==> config.mk <==
export PLATFORM = sky130hd
export DESIGN_NAME = stream_rr_arbiter_flat
export DESIGN_NICKNAME = d
export VERILOG_FILES = /design/src/rtl/stream_rr_arbiter_if.sv /design/src/rtl/stream_rr_arbiter.sv /design/src/flat_wrapper.sv
export SDC_FILE = /design/constraint.sdc
export NUM_CORES = 1
export LEC_CHECK = 0
export BUFFER_PORTS_ARGS = -buffer_cell sky130_fd_sc_hd__buf_2
export CORE_AREA = 4 4 60 62
export CTS_CLUSTER_DIAMETER = 40
export DETAILED_ROUTE_END_ITERATION = 8
export DIE_AREA = 0 0 64 66
export SLEW_MARGIN = 20
export SYNTH_ARGS = -nofsm -noshare
export SYNTH_HDL_FRONTEND = slang
export SYNTH_SLANG_ARGS = --single-unit
==> constraint.sdc <==
create_clock -name clk -period 1.7 [get_ports clk]
set_input_delay 0.085 -clock clk [delete_from_list [all_inputs] [get_ports clk]]
set_output_delay 0.085 -clock clk [all_outputs]
set_load 0.05 [all_outputs]
==> src/rtl/stream_rr_arbiter_if.sv <==
// Stream bundle between NumInputs packet requesters and one shared output.
// The slave modport is the arbiter's view. The master modport is the view of
// the surrounding environment: it drives the requesters and the downstream ready.
interface stream_rr_arbiter_if #(
   parameter int NumInputs = 4,
   parameter int DataBits  = 16,
   parameter int SelBits   = 2
);
   logic [NumInputs-1:0]          in_valid;
   logic [NumInputs-1:0]          in_ready;
   logic [NumInputs*DataBits-1:0] in_data;
   logic [NumInputs-1:0]          in_last;
   logic                          out_valid;
   logic                          out_ready;
   logic [DataBits-1:0]           out_data;
   logic                          out_last;
   logic [SelBits-1:0]            out_sel;

   modport slave (
      input  in_valid, in_data, in_last, out_ready,
      output in_ready, out_valid, out_data, out_last, out_sel
   );

   modport master (
      output in_valid, in_data, in_last, out_ready,
      input  in_ready, out_valid, out_data, out_last, out_sel
   );
endinterface

==> src/rtl/stream_rr_arbiter.sv <==
// Round-robin packet arbiter: several packet streams share one output.
// A grant is held from the first beat of a packet until its last beat
// transfers, so packets never interleave. Each packet costs one arbitration
// bubble in IDLE. Within a packet, data passes straight through.
module stream_rr_arbiter #(
   parameter int NumInputs = 4,
   parameter int DataBits  = 16,
   parameter int SelBits   = 2
) (
   input  logic               clk,
   input  logic               rst,
   stream_rr_arbiter_if.slave bus
);

   typedef enum logic {
      ST_IDLE   = 1'b0,
      ST_LOCKED = 1'b1
   } state_t;

   // Pointer reset value makes input 0 the first choice after reset.
   localparam logic [SelBits-1:0] PtrRst = SelBits'(NumInputs - 1);

   state_t             state_q, state_d;
   logic [SelBits-1:0] grant_q, grant_d;
   logic [SelBits-1:0] ptr_q, ptr_d;

   logic [DataBits-1:0]  data_arr [NumInputs];
   logic                 out_valid_c;
   logic                 out_last_c;
   logic [DataBits-1:0]  out_data_c;
   logic [NumInputs-1:0] in_ready_c;
   logic                 xfer_last;

   // The first requester found when searching ptr+1, ptr+2, ... (wrapping)
   // wins. The loop runs from the farthest candidate to the nearest one, so
   // the nearest requester is written last and takes priority. The input
   // just served (ptr itself) therefore comes last.
   function automatic logic [SelBits-1:0] rr_pick(
      input logic [NumInputs-1:0] req,
      input logic [SelBits-1:0]   ptr
   );
      logic [SelBits-1:0] pick;
      logic [SelBits-1:0] idx;
      pick = ptr;
      for (int k = NumInputs; k >= 1; k--) begin
         idx = SelBits'((int'(ptr) + k) % NumInputs);
         if (req[idx]) begin
            pick = idx;
         end
      end
      return pick;
   endfunction

   for (genvar g = 0; g < NumInputs; g++) begin : g_unpack
      assign data_arr[g] = bus.in_data[g*DataBits +: DataBits];
   end

   // Output mux follows the registered grant. Handshakes open only while locked.
   // in_ready depends only on state and out_ready, never on in_valid.
   always_comb begin
      out_valid_c = 1'b0;
      in_ready_c  = '0;
      out_data_c  = data_arr[grant_q];
      out_last_c  = bus.in_last[grant_q];
      if (state_q == ST_LOCKED) begin
         out_valid_c         = bus.in_valid[grant_q];
         in_ready_c[grant_q] = bus.out_ready;
      end
   end

   assign xfer_last = out_valid_c & bus.out_ready & out_last_c;

   // Next state: arbitrate in IDLE, and release the grant after the last beat transfers.
   always_comb begin
      state_d = state_q;
      grant_d = grant_q;
      ptr_d   = ptr_q;
      unique case (state_q)
         ST_IDLE: begin
            if (|bus.in_valid) begin
               grant_d = rr_pick(bus.in_valid, ptr_q);
               state_d = ST_LOCKED;
            end
         end
         ST_LOCKED: begin
            if (xfer_last) begin
               ptr_d   = grant_q;
               state_d = ST_IDLE;
            end
         end
         default: begin
            state_d = ST_IDLE;
         end
      endcase
   end

   // Control registers. A reset abandons any packet in flight.
   always_ff @(posedge clk) begin
      if (rst) begin
         state_q <= ST_IDLE;
         grant_q <= '0;
         ptr_q   <= PtrRst;
      end else begin
         state_q <= state_d;
         grant_q <= grant_d;
         ptr_q   <= ptr_d;
      end
   end

   assign bus.out_valid = out_valid_c;
   assign bus.out_data  = out_data_c;
   assign bus.out_last  = out_last_c;
   assign bus.out_sel   = grant_q;
   assign bus.in_ready  = in_ready_c;

endmodule

==> src/flat_wrapper.sv <==
// flat-port wrapper written by rule: the top's interface ports become plain ports
module stream_rr_arbiter_flat 
#(
   parameter int NumInputs = 4,
   parameter int DataBits  = 16,
   parameter int SelBits   = 2
)
  (clk, rst, bus_in_valid, bus_in_data, bus_in_last, bus_out_ready, bus_in_ready, bus_out_valid, bus_out_data, bus_out_last, bus_out_sel);
  stream_rr_arbiter_if #(.NumInputs(NumInputs), .DataBits(DataBits), .SelBits(SelBits)) bus_i ();
  input  logic clk;
  input  logic rst;
  input wire logic [$bits(bus_i.in_valid)-1:0] bus_in_valid;
  input wire logic [$bits(bus_i.in_data)-1:0] bus_in_data;
  input wire logic [$bits(bus_i.in_last)-1:0] bus_in_last;
  input wire logic [$bits(bus_i.out_ready)-1:0] bus_out_ready;
  output wire logic [$bits(bus_i.in_ready)-1:0] bus_in_ready;
  output wire logic [$bits(bus_i.out_valid)-1:0] bus_out_valid;
  output wire logic [$bits(bus_i.out_data)-1:0] bus_out_data;
  output wire logic [$bits(bus_i.out_last)-1:0] bus_out_last;
  output wire logic [$bits(bus_i.out_sel)-1:0] bus_out_sel;
  assign bus_i.in_valid = bus_in_valid;
  assign bus_i.in_data = bus_in_data;
  assign bus_i.in_last = bus_in_last;
  assign bus_i.out_ready = bus_out_ready;
  assign bus_in_ready = bus_i.in_ready;
  assign bus_out_valid = bus_i.out_valid;
  assign bus_out_data = bus_i.out_data;
  assign bus_out_last = bus_i.out_last;
  assign bus_out_sel = bus_i.out_sel;
  stream_rr_arbiter #(.NumInputs(NumInputs), .DataBits(DataBits), .SelBits(SelBits)) u_core (.clk(clk), .rst(rst), .bus(bus_i));
endmodule
==> results of run 1 <==
[final timing paths]
check	start	to	slack, ns	cells past startpoint
max	u_core.bus.out_sel[0]	bus_out_data[8]	0.1	3
min	rst	u_core.bus.out_sel[1]	0.1	2
max reg2reg	u_core.bus.out_sel[0]	u_core.ptr_q[0]	0.32	5
min reg2reg	u_core.ptr_q[0]	u_core.ptr_q[0]	0.58	2
[power breakdown]
| group | total (mW) | switching (mW) | internal (mW) |
|---|---|---|---|
| clock | 0.138 | 0.0488 | 0.0887 |
| combinational | 0.655 | 0.401 | 0.253 |
| sequential | 0.143 | 0.0144 | 0.129 |
[cells by family after synthesis]
group,count (synthesis),share of synthesized area
flip-flops,5,0.1354
multiplexers,21,0.5888
buffers and inverters,8,0.05415
AO/OA/AOI/OAI,8,0.07105
AND/OR/NAND/NOR,23,0.1506
[cell type report]
class,count,area [um^2]
repair buffers,105,551.8
inverters,2,7.507
multi-input cells,52,609.3
clock buffers,4,26.28
fillers,300,1673
flip-flops and latches,5,105.1
well taps,44,55.05
[routing by layer]
metal,share of wire,up-vias,wire (um),track usage
met5,0,-,0,0
met4,0.0036,0,11,0.04582
met3,0.10,2,307,0.05102
met2,0.58,51,1746,0.2839
met1,0.32,460,952,0.1126
li1,-,473,-,-
[flip-flops by register name, indices dropped and copies added, names as in the netlist]
signal and cells:
u_core.state_q 1, u_core.bus.out_sel 2, u_core.ptr_q 2
[layout by cell type, fill, tap and decap left out, types with 3 or more instances in the layout]
cell / count
dfxtp_1: 3
a21oi_1: 3
mux4_2: 18
buf_4: 8
buf_2: 96
nand2_1: 3
nor2_1: 11
mux2i_1: 3
nor3_2: 3
clkbuf_4: 3
[through the flow]
stage          utilization  area [um^2]  worst slack, ns
2_1_floorplan            -        754.5         -0.03839
3_3_place_gp        0.4260         1290           0.1892
3_5_place_dp        0.4260         1290           0.1560
4_1_cts             0.4364         1321        -0.003362
5_1_grt             0.4475         1355          0.01923
6_report            0.4475         1355          0.09625
[what timing repair did]
action | CTS | global route
setup buffers | 0 | 4
setup endpoints to repair | 2 | 18
resized for setup | 2 | 0
endpoints found under the hold margin | 0 | 0
==> impl_results.html, run 1 <==
<table>
<tr><th>Metric</th><th>Value</th></tr>
<tr><th colspan="2">Status</th></tr>
<tr><td>Status</td><td>finished, final reports clean</td></tr>
<tr><th colspan="2">STA</th></tr>
<tr><td>Hold slack final</td><td>slightly below 0.1 ns</td></tr>
<tr><td>Pins Over Slew Limit</td><td>0</td></tr>
<tr><td>Fmax</td><td>623.5 MHz</td></tr>
<tr><td>Unrepaired setup endpoints after global routing</td><td>no</td></tr>
<tr><td>Final Skew</td><td>between 0.002 and 0.0025 ns</td></tr>
<tr><td>Count of endpoints failing hold in the final timing report</td><td>0</td></tr>
<tr><td>Slew @ Worst Pin</td><td>slightly below 0.3 ns</td></tr>
<tr><td>Fin crit period</td><td>approximately 1.6 ns</td></tr>
<tr><td>Total negative slack for setup checks</td><td>0 ns</td></tr>
<tr><td>Final period utilization</td><td>0.9434</td></tr>
<tr><td>Final Setup Violations</td><td>0</td></tr>
<tr><td>Worst slew margin</td><td>0.8011</td></tr>
<tr><th colspan="2">Synth</th></tr>
<tr><td>Number of distinct library cells after synthesis</td><td>22</td></tr>
<tr><td>Top post-synthesis cells by count</td><td>18 x mux4_2, 11 x nor2_1, 5 x dfxtp_1</td></tr>
<tr><td>Number of enable flip-flop cells after synthesis</td><td>0</td></tr>
<tr><td>Synthesized area per cell</td><td>roughly 11 um^2</td></tr>
<tr><td>Most area-hungry cell type in the Yosys netlist</td><td>mux4_2</td></tr>
<tr><td>Most used standard cell by instance count after synthesis</td><td>mux4_2</td></tr>
<tr><td>Synthesized instance count</td><td>65</td></tr>
<tr><td>#FFs+latches synth</td><td>5</td></tr>
<tr><td>Area share of the leading cell type in the synthesized netlist</td><td>0.5482</td></tr>
<tr><td>Leading post-synthesis cells by cell area</td><td>mux4_2 55%, dfxtp_1 14%, nor2_1 5.6%, mux2i_1 4.1%, a21oi_1 2.0%</td></tr>
<tr><td>Prevailing post-synth register cell</td><td>dfxtp_1</td></tr>
<tr><td>Synthesis warning total</td><td>0</td></tr>
<tr><td>Net Count, Synth</td><td>140</td></tr>
<tr><td>Post-synthesis async set-or-reset flop share</td><td>0</td></tr>
<tr><td>Post-synthesis instance area</td><td>around 740 um^2</td></tr>
<tr><td>Sequential fraction of the synthesis area</td><td>0.1354</td></tr>
<tr><th colspan="2">Cells and area</th></tr>
<tr><td>Antenna diode count</td><td>0</td></tr>
<tr><td>Final cell count without fillers</td><td>roughly 210</td></tr>
<tr><td># nets final</td><td>244</td></tr>
<tr><td>Fraction of layout cells with a size suffix above 1</td><td>0.7857</td></tr>
<tr><td>Area growth from synthesis to layout</td><td>83.25%</td></tr>
<tr><th colspan="2">Global routing</th></tr>
<tr><td>Gr ovfl total</td><td>0</td></tr>
<tr><td>Vias in the first global route</td><td>a little under 1000</td></tr>
<tr><td>Antenna violations before repair</td><td>0</td></tr>
<tr><td>Total routing usage reported by global routing</td><td>0.1357</td></tr>
<tr><td>First-pass GRT wire length</td><td>4457 um</td></tr>
<tr><td>Pin count of the biggest net entering global routing</td><td>21</td></tr>
<tr><th colspan="2">Clocking</th></tr>
<tr><td>Clock root buffer</td><td>clkbuf_4</td></tr>
<tr><td>Clock insertion delay at the later pin of the skew report</td><td>0.24 ns</td></tr>
<tr><td>Clock tree from TritonCTS</td><td>yes</td></tr>
<tr><td>Clock Tree Buf Depth</td><td>2</td></tr>
<tr><td>Hold-fix buffers at CTS</td><td>0</td></tr>
<tr><td>Level count of the clock H-tree</td><td>1</td></tr>
<tr><td>Num CTS Buffers</td><td>3</td></tr>
<tr><td>Number of sinks on the clock net</td><td>5</td></tr>
<tr><td>Clk pin slew, worst setup/hold paths</td><td>roughly 0.040 ns</td></tr>
<tr><th colspan="2">Route</th></tr>
<tr><td>Wire length per cell after detailed routing</td><td>approximately 14 um</td></tr>
<tr><td>Final WL</td><td>3018 um</td></tr>
<tr><td>Antenna Violating Nets Remaining</td><td>0</td></tr>
<tr><td>Number of iterations in the first detailed-routing pass</td><td>4</td></tr>
<tr><td>Residual DRC count</td><td>0</td></tr>
<tr><td>Initial detailed-routing violation count</td><td>27</td></tr>
<tr><td>Detailed-route vias per instance</td><td>around 4.7</td></tr>
<tr><td>Via Count</td><td>around 1000</td></tr>
<tr><th colspan="2">Placed design</th></tr>
<tr><td>Cells after DPL</td><td>a little over 200</td></tr>
<tr><td>Number of input and output port buffers inserted</td><td>98</td></tr>
<tr><td>Final Wtd Congestion</td><td>between 0.6 and 0.7</td></tr>
<tr><td>HPWL after DPL</td><td>roughly 2600 um</td></tr>
<tr><th colspan="2">Setup path</th></tr>
<tr><td>Kind of end point of the critical path</td><td>output port</td></tr>
<tr><td>Cell type group with the largest total delay on the critical path</td><td>multiplexers</td></tr>
<tr><td>Cells along the critical path</td><td>buf_6 &gt; mux4_2 &gt; buf_2</td></tr>
<tr><td>Maximum fanout count along the critical path</td><td>10</td></tr>
<tr><td>Crit Path Class</td><td>reg2out</td></tr>
<tr><td>Largest stage delay on the critical path</td><td>around 0.50 ns</td></tr>
<tr><td>Buffering stage count on the worst path with inverters included</td><td>2</td></tr>
<tr><td>Master of the slowest instance on the critical path</td><td>mux4_2</td></tr>
<tr><td>Required time reported for the critical path endpoint</td><td>1.62 ns</td></tr>
<tr><td>Startpoint class of the critical path</td><td>flip-flop</td></tr>
<tr><td>Arrival time at the worst endpoint</td><td>around 1.5 ns</td></tr>
<tr><th colspan="2">Power</th></tr>
<tr><td>Power Density</td><td>approximately 690 nW/um^2</td></tr>
<tr><td>PnR Total Power</td><td>approximately 0.94 mW</td></tr>
<tr><td>Worst voltage drop across the vdd grid</td><td>~0.00021 V</td></tr>
<tr><td>Leak pwr</td><td>between 0.6 and 0.7 nW</td></tr>
<tr><th colspan="2">Die</th></tr>
<tr><td>Row count</td><td>20</td></tr>
<tr><td>Die width</td><td>64 um</td></tr>
<tr><td>Die area</td><td>between 4000 and 5000 um^2</td></tr>
<tr><td>Effective utilization at floorplan</td><td>0.2442</td></tr>
<tr><td>Area of the core</td><td>around 3000 um^2</td></tr>
<tr><td>Die Y-Extent</td><td>~66 um</td></tr>
<tr><td>Number of top-level pins</td><td>99</td></tr>
<tr><th colspan="2">Min path</th></tr>
<tr><td>Min-Delay Path Class</td><td>in2reg</td></tr>
<tr><th colspan="2">Job</th></tr>
<tr><td>Maximum capacitance violations</td><td>0</td></tr>
</table>
Power figures use the tool's default switching activity.
==> run 2: changes to the inputs <==
Settings changed: CORE_AREA 4 4 60 62 to 4 4 50 74, DIE_AREA 0 0 64 66 to 0 0 54 78.
Clock period 1.7 ns to 1.95 ns, I/O delays scaled along.
==> run 2 against run 1 <==
Net effect:
- critical path depth did not move
- utilization fell by 1.5 points
- register-to-register slack improved by 0.19 ns
- sequential power fell by 12%
- non-clock buffer count fell by 2
- clock power rose by 37%
- clock skew fell by 0.0013 ns
- highest routed layer is now met3
==> impl_results.html, run 2 (synthesized netlist as in run 1, its figures left out) <==
<table>
<tr><th>Metric</th><th>Value</th></tr>
<tr><th colspan="2">Route</th></tr>
<tr><td>Number of iterations in the first detailed-routing pass</td><td>4 (unchanged)</td></tr>
<tr><td>Initial detailed-routing violation count</td><td>20 (-26%)</td></tr>
<tr><td>Final WL</td><td>3476 um (+15%)</td></tr>
<tr><td>Via Count</td><td>1019 (+3.3%)</td></tr>
<tr><td>Wire length per cell after detailed routing</td><td>16.87 um (+19%)</td></tr>
<tr><td>Detailed-route vias per instance</td><td>4.947 (+6.4%)</td></tr>
<tr><td>Antenna Violating Nets Remaining</td><td>0 (unchanged)</td></tr>
<tr><td>Residual DRC count</td><td>0 (unchanged)</td></tr>
<tr><th colspan="2">Placed design</th></tr>
<tr><td>Final Wtd Congestion</td><td>0.7319 (+4.9%)</td></tr>
<tr><td>Post-detailed-placement cell area</td><td>1295 um^2 (+0.39%)</td></tr>
<tr><td>Number of input and output port buffers inserted</td><td>98 (unchanged)</td></tr>
<tr><td>Placement-stage worst setup slack</td><td>0.3324 ns (+0.1764 ns)</td></tr>
<tr><td>HPWL after DPL</td><td>3004 um (+14%)</td></tr>
<tr><th colspan="2">Status</th></tr>
<tr><td>Status</td><td>finished, final reports clean</td></tr>
<tr><th colspan="2">Power</th></tr>
<tr><td>Worst voltage drop across the vdd grid</td><td>0.0003788 V (+84%)</td></tr>
<tr><td>Leak pwr</td><td>0.6766 nW (-0.92%)</td></tr>
<tr><td>Power Density</td><td>660.0 nW/um^2 (-4.4%)</td></tr>
<tr><td>PnR Total Power</td><td>0.8844 mW (-5.5%)</td></tr>
<tr><th colspan="2">Cells and area</th></tr>
<tr><td>Area growth from synthesis to layout</td><td>81.22%</td></tr>
<tr><td>Leading cell types in the layout, fill and taps excluded</td><td>98 x buf_2, 18 x mux4_2, 11 x nor2_1, 5 x buf_4, 5 x dfxtp_1</td></tr>
<tr><td>Final instance area</td><td>1340 um^2 (-1.1%)</td></tr>
<tr><td>Fraction of layout cells with a size suffix above 1</td><td>0.7711 (-0.01463)</td></tr>
<tr><td>Antenna diode count</td><td>0 (unchanged)</td></tr>
<tr><td>Layout Utilization</td><td>0.4327 (-0.01479)</td></tr>
<tr><td>Most frequent standard cell in the layout excluding fill and tap cells</td><td>buf_2</td></tr>
<tr><td># nets final</td><td>242 (-0.82%)</td></tr>
<tr><th colspan="2">Die</th></tr>
<tr><td>Area of the core</td><td>3097 um^2 (+2.3%)</td></tr>
<tr><td>Row count</td><td>25 (+25%)</td></tr>
<tr><td>Die Y-Extent</td><td>78 um (+18%)</td></tr>
<tr><td>Effective utilization at floorplan</td><td>0.2388 (-0.005427)</td></tr>
<tr><td>Die width</td><td>54 um (-16%)</td></tr>
<tr><td>Number of top-level pins</td><td>99 (unchanged)</td></tr>
<tr><td>Die area</td><td>4212 um^2 (-0.28%)</td></tr>
<tr><th colspan="2">STA</th></tr>
<tr><td>Slew @ Worst Pin</td><td>0.3481 ns (+0.05240 ns)</td></tr>
<tr><td>Final period utilization</td><td>0.9384</td></tr>
<tr><td>Count of endpoints failing hold in the final timing report</td><td>0 (unchanged)</td></tr>
<tr><td>Pins Over Slew Limit</td><td>0 (unchanged)</td></tr>
<tr><td>Final Setup Violations</td><td>0 (unchanged)</td></tr>
<tr><td>Unrepaired setup endpoints after global routing</td><td>no</td></tr>
<tr><td>Fin crit period</td><td>1.830 ns</td></tr>
<tr><td>Final Skew</td><td>0.0007788 ns (-0.001321 ns)</td></tr>
<tr><td>Worst slew margin</td><td>0.7658 (-0.03526)</td></tr>
<tr><td>Hold slack final</td><td>0.1510 ns (+0.05266 ns)</td></tr>
<tr><td>Worst path setup slack after routing</td><td>0.1202 ns (+0.02394 ns)</td></tr>
<tr><td>Fmax</td><td>between 500 and 600 MHz</td></tr>
<tr><th colspan="2">Global routing</th></tr>
<tr><td>Pin count of the biggest net entering global routing</td><td>16 (-24%)</td></tr>
<tr><td>Gr ovfl total</td><td>0 (unchanged)</td></tr>
<tr><td>GR Util met2</td><td>0.2718 (-0.01203)</td></tr>
<tr><td>Antenna violations before repair</td><td>0 (unchanged)</td></tr>
<tr><td>Busiest metal layer after global routing</td><td>met2</td></tr>
<tr><td>Vias in the first global route</td><td>1076 (+8.4%)</td></tr>
<tr><td>Total routing usage reported by global routing</td><td>0.1610 (+0.02529)</td></tr>
<tr><td>First-pass GRT wire length</td><td>5106 um (+15%)</td></tr>
<tr><td>Met3 global-route usage</td><td>0.09597 (+0.04495)</td></tr>
<tr><td>Met1 layer usage reported by global route</td><td>0.1715 (+0.05883)</td></tr>
<tr><th colspan="2">Clocking</th></tr>
<tr><td>Num CTS Buffers</td><td>3 (unchanged)</td></tr>
<tr><td>Level count of the clock H-tree</td><td>1 (unchanged)</td></tr>
<tr><td>Number of resized instances in the post-cts repair step</td><td>0 (-2)</td></tr>
<tr><td>Clk pin slew, worst setup/hold paths</td><td>0.04 ns (about the same)</td></tr>
<tr><td>Clock Tree Buf Depth</td><td>2 (unchanged)</td></tr>
<tr><td>Clock insertion delay at the later pin of the skew report</td><td>0.22 ns (-0.02 ns)</td></tr>
<tr><td>Clock tree from TritonCTS</td><td>yes</td></tr>
<tr><td>Buffer count from post-CTS setup fixing</td><td>0 (unchanged)</td></tr>
<tr><td>Clock root buffer</td><td>clkbuf_8</td></tr>
<tr><td>Hold-fix buffers at CTS</td><td>0 (unchanged)</td></tr>
<tr><td>Number of sinks on the clock net</td><td>5 (unchanged)</td></tr>
<tr><th colspan="2">Min path</th></tr>
<tr><td>Worst hold path cell count</td><td>2 (unchanged)</td></tr>
<tr><td>Min-Delay Path Class</td><td>in2reg</td></tr>
<tr><th colspan="2">Job</th></tr>
<tr><td>Maximum capacitance violations</td><td>0 (unchanged)</td></tr>
<tr><th colspan="2">Setup path</th></tr>
<tr><td>Arrival time at the worst endpoint</td><td>1.73 ns (+0.21 ns)</td></tr>
<tr><td>Required time reported for the critical path endpoint</td><td>1.85 ns (+0.23 ns)</td></tr>
<tr><td>Maximum fanout count along the critical path</td><td>11 (+1)</td></tr>
<tr><td>Startpoint class of the critical path</td><td>flip-flop</td></tr>
<tr><td>Kind of end point of the critical path</td><td>output port</td></tr>
<tr><td>Crit Path Class</td><td>reg2out</td></tr>
<tr><td>Worst reg2reg path depth</td><td>4 (-1)</td></tr>
</table>
-- run 2: cell types whose count changed in the layout (fill, tap and decap cells not counted) --
cell      change
buf_4         -3
clkbuf_4      -3
dfxtp_4       -1
dfxtp_2       -1
dfxtp_1       +2
buf_6         -1
buf_2         +2
clkbuf_8      +3
-- run 2: through the flow --
step	cells	setup TNS, ns
floorplan	65	-0.002947
global placement	202	0
detailed placement	202	0
CTS	206	0
global route	206	0
finish	206	0
-- run 2: worst paths after layout --
path	startpoint	end	slack (ns)
hold / removal	rst	u_core.state_q	0.15
hold reg to reg	u_core.state_q	u_core.state_q	0.59
setup / recovery	u_core.bus.out_sel[0]	bus_out_data[6]	0.12
setup reg to reg	u_core.bus.out_sel[0]	u_core.ptr_q[0]	0.51
-- run 2: cell type report --
cell class | count | area, um^2
inverters | 2 | 7.507
fillers | 303 | 1757
repair buffers | 103 | 528.0
multi-input cells | 52 | 609.3
well taps | 40 | 50.05
clock buffers | 4 | 45.04
flip-flops and latches | 5 | 100.1
-- run 2: worst max-delay path: stages, from the launching register on --
cell and delay [ns]:
dfxtp_1 0.46, buf_4 0.28, mux4_2 0.53, buf_2 0.24
-- run 2: where the power goes --
group	internal [mW]	leakage (nW)	switching (mW)	total (mW)
Clock	0.140	0.0228	0.0485	0.189
Combinational	0.210	0.613	0.360	0.570
Sequential	0.112	0.0412	0.0145	0.126
-- run 2: metal layers --
| metal | vias up | wire, um |
|---|---|---|
| met5 | - | 0 |
| met4 | 0 | 0 |
| met3 | 0 | 709 |
| met2 | 73 | 1663 |
| met1 | 478 | 1103 |
| li1 | 468 | - |
==> run 3: changes to the inputs <==
Settings changed: BUFFER_PORTS_ARGS -buffer_cell sky130_fd_sc_hd__buf_2 to -buffer_cell sky130_fd_sc_hd__clkbuf_2, CORE_AREA 4 4 50 74 to 4 4 44 65, DIE_AREA 0 0 54 78 to 0 0 48 69, PLACE_DENSITY set to 0.82.
==> run 3 against run 2 <==
Net effect:
- flip-flop and latch count is the same
- utilization grew 14 points
- clock skew grew 0.0019 ns
- critical path depth is the same
- critical path type unchanged
- sequential share of layout area grew 0.32 points
- largest cell class unchanged
- worst hold slack lost 0.035 ns
- worst setup slack gained 0.068 ns
==> impl_results.html, run 3 (synthesized netlist as in run 1, its figures left out) <==
<table>
<tr><th>Metric</th><th>Value</th></tr>
<tr><th colspan="2">STA</th></tr>
<tr><td>Unrepaired setup endpoints after global routing</td><td>no</td></tr>
<tr><td>Total negative slack for setup checks</td><td>0 ns (unchanged)</td></tr>
<tr><td>Worst slew margin</td><td>0.7070 (-0.05877)</td></tr>
<tr><td>Final Skew</td><td>0.002711 ns (+0.001932 ns)</td></tr>
<tr><td>Count of endpoints failing hold in the final timing report</td><td>0 (unchanged)</td></tr>
<tr><td>Fmax</td><td>567.5 MHz (+3.8%)</td></tr>
<tr><td>Fin crit period</td><td>1.762 ns (-0.06763 ns)</td></tr>
<tr><td>Final period utilization</td><td>0.9037 (-0.03468)</td></tr>
<tr><td>Final Setup Violations</td><td>0 (unchanged)</td></tr>
<tr><td>Slew @ Worst Pin</td><td>0.4354 ns (+0.08734 ns)</td></tr>
<tr><td>Pins Over Slew Limit</td><td>0 (unchanged)</td></tr>
<tr><th colspan="2">Setup path</th></tr>
<tr><td>Cells along the critical path</td><td>buf_4 &gt; mux4_2 &gt; clkbuf_2</td></tr>
<tr><td>Largest stage delay on the critical path</td><td>0.56 ns (+0.03 ns)</td></tr>
<tr><td>Startpoint class of the critical path</td><td>flip-flop</td></tr>
<tr><td>Kind of end point of the critical path</td><td>output port</td></tr>
<tr><td>Maximum fanout count along the critical path</td><td>14 (+3)</td></tr>
<tr><td>Arrival time at the worst endpoint</td><td>1.66 ns (-0.07 ns)</td></tr>
<tr><td>Master of the slowest instance on the critical path</td><td>mux4_2</td></tr>
<tr><td>Required time reported for the critical path endpoint</td><td>1.85 ns (about the same)</td></tr>
<tr><td>Crit Path Class</td><td>reg2out</td></tr>
<tr><th colspan="2">Placed design</th></tr>
<tr><td>HPWL after DPL</td><td>3158 um (+5.1%)</td></tr>
<tr><td>Final Wtd Congestion</td><td>0.7047 (-3.7%)</td></tr>
<tr><td>Cells after DPL</td><td>183 (-9.4%)</td></tr>
<tr><td>Post-detailed-placement cell area</td><td>1259 um^2 (-2.8%)</td></tr>
<tr><td>Number of input and output port buffers inserted</td><td>98 (unchanged)</td></tr>
<tr><th colspan="2">Die</th></tr>
<tr><td>Area of the core</td><td>2260 um^2 (-27%)</td></tr>
<tr><td>Die width</td><td>48 um (-11%)</td></tr>
<tr><td>Row count</td><td>21 (-16%)</td></tr>
<tr><td>Die Y-Extent</td><td>69 um (-12%)</td></tr>
<tr><td>Number of top-level pins</td><td>99 (unchanged)</td></tr>
<tr><td>Effective utilization at floorplan</td><td>0.3272 (+0.08845)</td></tr>
<tr><td>Die area</td><td>3312 um^2 (-21%)</td></tr>
<tr><th colspan="2">Global routing</th></tr>
<tr><td>Antenna violations before repair</td><td>0 (unchanged)</td></tr>
<tr><td>Pin count of the biggest net entering global routing</td><td>24 (+8)</td></tr>
<tr><td>Gr ovfl total</td><td>0 (unchanged)</td></tr>
<tr><td>Total routing usage reported by global routing</td><td>0.2063 (+0.04530)</td></tr>
<tr><td>Vias in the first global route</td><td>1160 (+7.8%)</td></tr>
<tr><td>First-pass GRT wire length</td><td>5030 um (-1.5%)</td></tr>
<tr><th colspan="2">Route</th></tr>
<tr><td>Initial detailed-routing violation count</td><td>40 (+100%)</td></tr>
<tr><td>Final WL</td><td>3524 um (+1.4%)</td></tr>
<tr><td>Number of iterations in the first detailed-routing pass</td><td>4 (unchanged)</td></tr>
<tr><td>Via Count</td><td>1023 (+0.39%)</td></tr>
<tr><td>Wire length per cell after detailed routing</td><td>18.84 um (+12%)</td></tr>
<tr><td>Antenna Violating Nets Remaining</td><td>0 (unchanged)</td></tr>
<tr><td>Detailed-route vias per instance</td><td>5.471 (+11%)</td></tr>
<tr><td>Residual DRC count</td><td>0 (unchanged)</td></tr>
<tr><th colspan="2">Cells and area</th></tr>
<tr><td>Most frequent standard cell in the layout excluding fill and tap cells</td><td>clkbuf_2</td></tr>
<tr><td>Leading cell types in the layout, fill and taps excluded</td><td>98 x clkbuf_2, 18 x mux4_2, 11 x nor2_1, 5 x dfxtp_1</td></tr>
<tr><td>Layout Utilization</td><td>0.5687 (+0.1359)</td></tr>
<tr><td># nets final</td><td>240 (-0.83%)</td></tr>
<tr><td>Final cell count without fillers</td><td>187 (-9.2%)</td></tr>
<tr><td>Antenna diode count</td><td>0 (unchanged)</td></tr>
<tr><td>Final instance area</td><td>1285 um^2 (-4.1%)</td></tr>
<tr><td>Area growth from synthesis to layout</td><td>73.77%</td></tr>
<tr><td>Fraction of layout cells with a size suffix above 1</td><td>0.7683 (-0.002792)</td></tr>
<tr><th colspan="2">Status</th></tr>
<tr><td>Status</td><td>finished, final reports clean</td></tr>
<tr><th colspan="2">Clocking</th></tr>
<tr><td>Clock tree from TritonCTS</td><td>yes</td></tr>
<tr><td>Clk pin slew, worst setup/hold paths</td><td>0.04 ns (about the same)</td></tr>
<tr><td>Buffer count from post-CTS setup fixing</td><td>0 (unchanged)</td></tr>
<tr><td>Number of resized instances in the post-cts repair step</td><td>0 (unchanged)</td></tr>
<tr><td>Hold-fix buffers at CTS</td><td>0 (unchanged)</td></tr>
<tr><td>Num CTS Buffers</td><td>3 (unchanged)</td></tr>
<tr><td>Level count of the clock H-tree</td><td>1 (unchanged)</td></tr>
<tr><td>Clock insertion delay at the later pin of the skew report</td><td>0.24 ns (+0.02 ns)</td></tr>
<tr><td>Clock root buffer</td><td>clkbuf_4</td></tr>
<tr><td>Clock Tree Buf Depth</td><td>2 (unchanged)</td></tr>
<tr><td>Number of sinks on the clock net</td><td>5 (unchanged)</td></tr>
<tr><th colspan="2">Min path</th></tr>
<tr><td>Min-Delay Path Class</td><td>in2reg</td></tr>
<tr><th colspan="2">Power</th></tr>
<tr><td>PnR Total Power</td><td>0.8140 mW (-8.0%)</td></tr>
<tr><td>Power Density</td><td>633.5 nW/um^2 (-4.0%)</td></tr>
<tr><td>Worst voltage drop across the vdd grid</td><td>0.0002742 V (-28%)</td></tr>
<tr><td>Leak pwr</td><td>0.6732 nW (-0.50%)</td></tr>
<tr><th colspan="2">Job</th></tr>
<tr><td>Maximum capacitance violations</td><td>0 (unchanged)</td></tr>
</table>
[run 3: changes by cell type in the layout (fill, tap and decap cells not counted)]
cell	delta
buf_2	-98
buf_4	-2
clkbuf_2	+98
clkbuf_4	+3
clkbuf_8	-3
[run 3: path summary, 6_finish.rpt]
kind                            depth (start not counted)                    end  slack (ns)                  start
worst max-delay path                                    3        bus_out_data[7]        0.19  u_core.bus.out_sel[0]
worst min-delay path                                    2  u_core.bus.out_sel[1]        0.12                    rst
worst max register to register                          5        u_core.ptr_q[1]        0.44  u_core.bus.out_sel[0]
worst min register to register                          2        u_core.ptr_q[0]        0.58        u_core.ptr_q[0]
[run 3: cell type report]
class	instances	area, um^2
repair buffers	101	513.0
fillers	204	974.7
well taps	23	28.78
clock buffers	4	26.28
multi-input cells	52	609.3
flip-flops and latches	5	100.1
inverters	2	7.507
[run 3: power breakdown]
group	internal, mW	switching [mW]	leakage (nW)
sequential	0.111	0.00998	0.0412
clock	0.0774	0.0433	0.0150
combinational	0.204	0.368	0.617
[run 3: metal layers]
layer | share of wire | global-route usage | up-vias
li1 | - | - | 463
met1 | 0.27 | 0.1699 | 486
met2 | 0.56 | 0.4050 | 70
met3 | 0.16 | 0.07813 | 4
met4 | 0.012 | 0.04790 | 0
met5 | 0 | 0 | -
[run 3: worst max-delay path: cells and delay by family (launching register included)]
kind	cells	cell delay [ns]
buffers and inverters	2	0.53
flip-flops	1	0.33
multiplexers	1	0.56
[run 3: per-stage QoR]
step / setup WS [ns] / hold slack [ns]
6_report: 0.1878 / 0.1163
5_1_grt: 0.1159 / 0.1237
4_1_cts: 0.1805 / 0.1109
3_5_place_dp: 0.4458 / 0.3660
3_3_place_gp: 0.4847 / 0.3652
2_1_floorplan: -0.002947 / 0.1666
